==> config.mk <==
export PLATFORM = sky130hd
export DESIGN_NAME = pll_lock_sequencer
export DESIGN_NICKNAME = d
export VERILOG_FILES = /design/src/rtl/pll_lock_sequencer.sv
export SDC_FILE = /design/constraint.sdc
export NUM_CORES = 1
export LEC_CHECK = 0
export BUFFER_PORTS_ARGS = -buffer_cell sky130_fd_sc_hd__buf_2
export CORE_AREA = 2 2 77 79
export DETAILED_ROUTE_END_ITERATION = 10
export DIE_AREA = 0 0 79 81
export RECOVER_POWER = 50
export SKIP_CTS_REPAIR_TIMING = 1
export SLEW_MARGIN = 5
export SYNTH_ARGS = -nofsm -noshare
export SYNTH_HDL_FRONTEND = slang
export SYNTH_SLANG_ARGS = --single-unit
==> constraint.sdc <==
create_clock -name clk -period 2.4 [get_ports clk]
set_input_delay 0.36 -clock clk [delete_from_list [all_inputs] [get_ports clk]]
set_output_delay 0.36 -clock clk [all_outputs]
set_load 0.01 [all_outputs]
==> src/rtl/pll_lock_sequencer.sv <==
// pll_lock_sequencer
//   Consumer end of the PLL lock/reset handshake. The block holds the PLL in
//   reset, waits for lock, and requires lock to stay high for a run of
//   consecutive cycles before it releases the system reset. If lock is lost
//   in RUN, or never arrives within the timeout, the PLL is reset again.
//   Runs on the free-running board reference clock, never on the PLL output.
//
// Ports
//   clk          board reference clock, rising edge
//   rst          synchronous active-high reset
//   lock         PLL lock, asynchronous to clk
//   clr_cnt      synchronous clear of both event counters (wins over increment)
//   pll_rst      reset to the PLL, high only in RESET_PLL
//   sys_rst      downstream reset, low only in RUN
//   locked       high only in RUN
//   state        0=RESET_PLL 1=WAIT_LOCK 2=FILTER 3=RUN
//   loss_cnt     saturating count of RUN->RESET_PLL transitions
//   timeout_cnt  saturating count of WAIT_LOCK timeouts
module pll_lock_sequencer #(
  parameter int SYNC_STAGES  = 2,
  parameter int RST_HOLD     = 16,
  parameter int LOCK_FILTER  = 1024,
  parameter int LOCK_TIMEOUT = 65536,
  parameter int CNT_W        = 8
) (
  input  logic             clk,
  input  logic             rst,
  input  logic             lock,
  input  logic             clr_cnt,
  output logic             pll_rst,
  output logic             sys_rst,
  output logic             locked,
  output logic [1:0]       state,
  output logic [CNT_W-1:0] loss_cnt,
  output logic [CNT_W-1:0] timeout_cnt
);

  typedef enum logic [1:0] {
    RESET_PLL = 2'd0,
    WAIT_LOCK = 2'd1,
    FILTER    = 2'd2,
    RUN       = 2'd3
  } state_t;

  // The phase counter only has to reach the largest terminal count minus one.
  localparam int PH_A   = (RST_HOLD > LOCK_FILTER) ? RST_HOLD : LOCK_FILTER;
  localparam int PH_MAX = (PH_A > LOCK_TIMEOUT) ? PH_A : LOCK_TIMEOUT;
  localparam int PH_W   = (PH_MAX > 1) ? $clog2(PH_MAX) : 1;

  localparam logic [PH_W-1:0] HOLD_END    = PH_W'(RST_HOLD - 1);
  localparam logic [PH_W-1:0] FILTER_END  = PH_W'(LOCK_FILTER - 1);
  localparam logic [PH_W-1:0] TIMEOUT_END = PH_W'(LOCK_TIMEOUT - 1);

  state_t                 state_q;
  state_t                 state_n;
  logic [PH_W-1:0]        phase_q;
  logic [SYNC_STAGES-1:0] sync_q;
  logic                   lock_s;
  logic                   loss_inc;
  logic                   timeout_inc;

  assign lock_s = sync_q[SYNC_STAGES-1];
  assign state  = state_q;

  // Next-state decision; the counters and outputs are registered from it below.
  always_comb begin
    // NOTE: every combinational output gets a default first so no path can
    // leave it unassigned and infer a latch.
    state_n     = state_q;
    loss_inc    = 1'b0;
    timeout_inc = 1'b0;
    unique case (state_q)
      RESET_PLL: begin
        // lock_s is deliberately ignored while the PLL is held in reset.
        if (phase_q == HOLD_END) state_n = WAIT_LOCK;
      end
      WAIT_LOCK: begin
        if (lock_s) begin
          state_n = FILTER;
        end else if (phase_q == TIMEOUT_END) begin
          state_n     = RESET_PLL;
          timeout_inc = 1'b1;
        end
      end
      FILTER: begin
        // Any drop sends us back to WAIT_LOCK, which restarts the timeout.
        if (!lock_s)                   state_n = WAIT_LOCK;
        else if (phase_q == FILTER_END) state_n = RUN;
      end
      RUN: begin
        if (!lock_s) begin
          state_n  = RESET_PLL;
          loss_inc = 1'b1;
        end
      end
      default: state_n = RESET_PLL;
    endcase
  end

  // NOTE: all state here uses non-blocking assignments so every flop samples
  // the pre-edge value of every other flop.
  always_ff @(posedge clk) begin
    if (rst) begin
      state_q     <= RESET_PLL;
      phase_q     <= '0;
      sync_q      <= '0;
      loss_cnt    <= '0;
      timeout_cnt <= '0;
      pll_rst     <= 1'b1;
      sys_rst     <= 1'b1;
      locked      <= 1'b0;
    end else begin
      sync_q  <= {sync_q[SYNC_STAGES-2:0], lock};
      state_q <= state_n;

      // Counts cycles spent in the current state; wraps harmlessly in RUN.
      if (state_n != state_q) phase_q <= '0;
      else                    phase_q <= phase_q + PH_W'(1);

      if (clr_cnt)                          loss_cnt <= '0;
      else if (loss_inc && loss_cnt != '1)  loss_cnt <= loss_cnt + CNT_W'(1);

      if (clr_cnt)                                timeout_cnt <= '0;
      else if (timeout_inc && timeout_cnt != '1)  timeout_cnt <= timeout_cnt + CNT_W'(1);

      // Outputs are a pure function of the state being entered, so they are
      // glitch-free and have no path from lock.
      pll_rst <= (state_n == RESET_PLL);
      sys_rst <= (state_n != RUN);
      locked  <= (state_n == RUN);
    end
  end

endmodule

# Word-level counts from Yosys, hierarchy flattened
# Cells that the tools add are included.
# word_totals
reg_bits	39
output_inout_bits	21
# classes
addsub	3
eq_ne	11
muxes	12
reduce_logical	6
# op_table
operator	count
16-bit by 1-bit adder with 16-bit output (second input constant)	1
8-bit by 1-bit adder with 8-bit output (second input constant)	2
16-bit by 10-bit equality test with 1-bit output (second input constant)	1
16-bit equality test (second input constant)	1
16-bit by 4-bit equality test with 1-bit output (second input constant)	1
8-bit != test (second input constant)	2
2-bit two-way mux	6
2-bit one-hot mux with 4 select lines	1
2-bit equality test (second input constant)	3
1-bit two-way mux	5
2-bit zero test	2
2-bit OR reduction	2
2-bit by 1-bit equality test with 1-bit output (second input constant)	1
1-bit logical AND	2
2-bit != test	1
2-bit != test (second input constant)	1

# Depth between registers and ports, before layout
# depth
ltp_word	6
depth_mapped	7
depth_no_buf	5

# Worst setup path after synthesis
# OpenSTA, ideal clock, no wires.
# synth_path
path_kind	register -> register
startpoint	reg phase_q[0]
endpoint	reg phase_q[10]
t_arrival_ps	1929
slack_ps	329
stages_incl_launch_ff	7
n_path_buf	1
cell_sequence	dfxtp_1 -> ha_1 -> nand3_1 -> or4_2 -> a2bb2oi_2 -> buf_2 -> a211oi_1
# synth_between
elab_chain_cells	6
word_cells_on_any_way	12
# synth_lines
element	line_no	rtl
from (decl)	56	logic [PH_W-1:0] phase_q;
from (signal assigned)	118	else phase_q <= phase_q + PH_W'(1);
16-bit by 10-bit equality test with 1-bit output or 16-bit equality test (tied branches)	88, 80	
2-bit two-way mux (on tied branches)	88, 80	
2-bit two-way mux (on tied branches)	87, 78	
2-bit one-hot mux with 4 select lines	72	unique case (state_q)
2-bit != test	117	if (state_n != state_q) phase_q <= '0;
2-bit OR reduction (no line)	--	
# Several ways; a longest one is shown, not always the timed one.
# A chain may end at the register's enable or synchronous reset.

# Final worst setup path
# layout_path
startpoint	reg phase_q[4]
endpoint	reg timeout_cnt[3]
# layout_between
elab_chain_cells	5
# layout_lines
element	line_no	rtl
16-bit equality test	80	end else if (phase_q == TIMEOUT_END) begin
1-bit two-way mux	80	
1-bit two-way mux	78	if (lock_s) begin
1-bit two-way mux	72	
1-bit logical AND	124	else if (timeout_inc && timeout_cnt != '1) timeout_cnt <= timeout_cnt + CNT_W'(1);
to (signal assigned)	124	
to (decl)	35	output logic [CNT_W-1:0] timeout_cnt
# No other way between the ends.

==> summary.md <==
| Metric | Value |
|---|---|
| Status | finished, final reports clean |
| Fin. max-slew vios | 0 |
| Fill cells | 622 |
| Initial Util | approximately a third |
| Root Buffer Master | clkbuf_8 |
| Number of flops mapped to enable cells by yosys | 0 |
| Routability cong. | 0.772 |
| Number of max-cap violations | 0 |
| Count of final setup violators | 0 |
| CTS tree | built |
| P_leak | 0.661 nW |
| Deepest level of the CTS H-tree | 2 |
| Drt first pass iters | 4 |
| WL final | around 4 mm |
| Vias per cell | approximately 5.2 |
| DRC | 0 |
| Ant diodes | 0 |
| Most instantiated cells after synthesis | dfxtp_1, nor2_1, nand2_1 |
| GRT Total Usage | 13.4% |
| Num rows | 28 |
| Critical path startpoint category | flip-flop |
| CTS max path bufs | 2 |
| Vias | around 1600 |
| TritonCTS buffer count | 5 |
| Die area | 0.00640 mm^2 |
| Wire per inst | 12.7 um |
| Least-Margin Pin Slew | about 0.75 ns |
| Max incr delay on CP | 0.69 ns |
| GR Overflow Total | 0 |
| Net count, final | 246 |
| Synthesized cell area | 0.00190 mm^2 |
| Clock skew after layout | around 0.0047 ns |
| Register area share after synthesis | 41.1% |
| Main synth FF type | dfxtp_1 |
| Relative slew slack | 50.0% |
| DR iter-0 viols | between 50 and 60 |
| Placed Cells | 307 |
| Antenna viol nets, final | 0 |
| Worst Setup Path Type | flip-flop to flip-flop |
| Worst EP required | 2.62 ns |
| PD cells | 588 mW/mm^2 |
| First-pass GRT wire length | 6.82 mm |
| Minimum clock period | 2.13 ns |
| Largest delay share family, worst path | simple AND/OR/NAND/NOR gates |
| Crit-path cells | nand4_1 -> or4_4 -> or4_1 -> a21oi_1 |
| Area contributors post-synth | dfxtp_1, xnor2_1, nand4_1, a211oi_1, nor2_1 |
| Final Non-Filler Cells | approximately 320 |
| CP bufs+invs | 0 |
| Largest net degree at the start of global routing | 14 |
| Vias in the first global route | 1507 |
| Asr flop ratio synth | 0% |
| Die X | about 80 um |
| Hold/Removal Path Class | input pin to flip-flop |
| Max VDD drop | around 0.22 mV |
| WP data arrival | 2.35 ns |
| Most frequent cell after synthesis | dfxtp_1 |
| Slowest CP cell | or4_4 |
| Clock Sinks | 39 |
| Reg2Reg Depth | 4 |
| Crit Path Max Fanout | 12 |
| FF+latch count, synth | 39 |
| Register clock-pin slew on the reported worst setup and hold paths | approximately 0.080 ns |
| Post-Synthesis Cells | between 200 and 250 |
| Synthesis Warnings | 0 |
| I/O pin count | 25 |
| Synth-to-layout area growth | 13.6% |
| Core Box Area | between 0.005 and 0.006 mm^2 |
| Initial antenna violation count | 0 |
| Critical path capture point type | flip-flop |
| Post-Route Setup TNS | 0 ns |
| Avg Cell Area, Syn | 8.96 um^2 |
| Syn Nets | about 220 |
| Worst skew pair latency | 0.29 ns |
| RSZ-0062 raised after global routing | no |
| Hold depth | 2 |
| Critical path depth | 4 |
| Final period util | 88.8% |
| PortBufs | 24 |
| Synth top area share | 41.1% |
| Achievable Freq | 469 MHz |
| Die Y | approximately 81 um |
| Share of layout cells above drive strength 1 | about 8.8% |
| Yosys top cell by area | dfxtp_1 |
| Distinct cell type count after synthesis | 47 |
| HPWL after DPL | 2.92 mm |
| Final hold violation count | 0 |
## per-layer routing
metal / vias to the layer above / part of all wire (%) / GRT usage (%)
met4: 0 / 1.8 / 4.31
met5: - / 0 / 0
li1: 847 / - / -
met2: 26 / 45 / 22.5
met3: 8 / 4.1 / 3.67
met1: 768 / 49 / 16.6
## metrics by stage
| step | power [mW] | area, um^2 | setup WS [ns] | util (%) | hold slack (ns) |
|---|---|---|---|---|---|
| after detailed placement | 0.798 | 2100 | 0.369 | 37.1 | 0.424 |
| after CTS | 1.28 | 2200 | 0.350 | 38.8 | 0.271 |
| after floorplan | 0.776 | 1900 | 0.329 | - | 0.414 |
| after global routing | 1.33 | 2160 | 0.141 | 38.0 | 0.280 |
| final | 1.27 | 2160 | 0.270 | 38.0 | 0.277 |
| after global placement | 0.800 | 2100 | 0.410 | 37.1 | 0.430 |
## kinds of logic (layout without fill, tap and decap cells)
family | Yosys count | in the layout | share of synthesized area [%]
fa+ha+maj | 3 | 3 | 1.98
buf+inv | 16 | 44 | 3.69
simple gates | 97 | 97 | 29.8
mux | 3 | 3 | 1.58
xor+xnor | 18 | 18 | 8.30
flops | 39 | 39 | 41.1
compound gates | 36 | 36 | 13.6
## path summary, 6_finish.rpt
kind,start,end,slack [ns]
worst min register to register,sync_q[0]$_SDFF_PP0_,sync_q[1]$_SDFF_PP0_,0.44
worst max-delay path,phase_q[4]$_SDFF_PP0_,timeout_cnt[3]$_SDFFE_PP0P_,0.27
worst max register to register,phase_q[4]$_SDFF_PP0_,timeout_cnt[3]$_SDFFE_PP0P_,0.27
worst min-delay path,lock,sync_q[0]$_SDFF_PP0_,0.28
## area by class of cell
| class | instances | area (um^2) | area share [%] |
|---|---|---|---|
| well taps | 75 | 93.8 | 4.35 |
| flip-flops and latches | 39 | 781 | 36.2 |
| inverters | 8 | 30.0 | 1.39 |
| clock buffers | 8 | 100 | 4.64 |
| multi-input cells | 157 | 1030 | 47.9 |
| repair buffers | 28 | 119 | 5.51 |
## cells in the final DEF, fill, tap and decap left out, types with 2 or more instances in the layout
cell,Yosys,layout
nor3b_1,3,3
and2_1,3,3
nor2b_1,3,3
or3_1,3,3
nand2_1,12,12
nor2_1,18,18
inv_1,7,7
or2_2,2,2
o21ai_0,2,2
o31ai_1,4,4
or3_2,2,2
clkbuf_8,0,7
nor3_1,5,5
nor4_1,6,6
a21oi_1,9,9
buf_2,2,2
or4_1,5,5
and4_1,3,3
nand4_1,11,12
a2111oi_0,2,2
ha_1,3,3
a211oi_1,9,9
xnor2_1,11,11
buf_4,0,3
dfxtp_1,39,39
and3_1,3,3
xor2_1,7,7
nand3_1,11,11
mux2i_1,3,3
clkbuf_1,5,24
## state kept, by name, indices dropped and copies added, names as in the netlist
name / count
sys_rst: 1
locked: 1
state: 2
phase_q: 16
sync_q: 2
timeout_cnt: 8
pll_rst: 1
loss_cnt: 8
## where the power goes
| part | switching (mW) | total, mW | internal (mW) |
|---|---|---|---|
| Combinational | 0.0411 | 0.0782 | 0.0372 |
| Sequential | 0.0311 | 0.705 | 0.674 |
| Clock | 0.223 | 0.485 | 0.262 |
| Total | 0.295 | 1.27 | 0.974 |
Note: power is estimated with default switching activity, not from simulation.
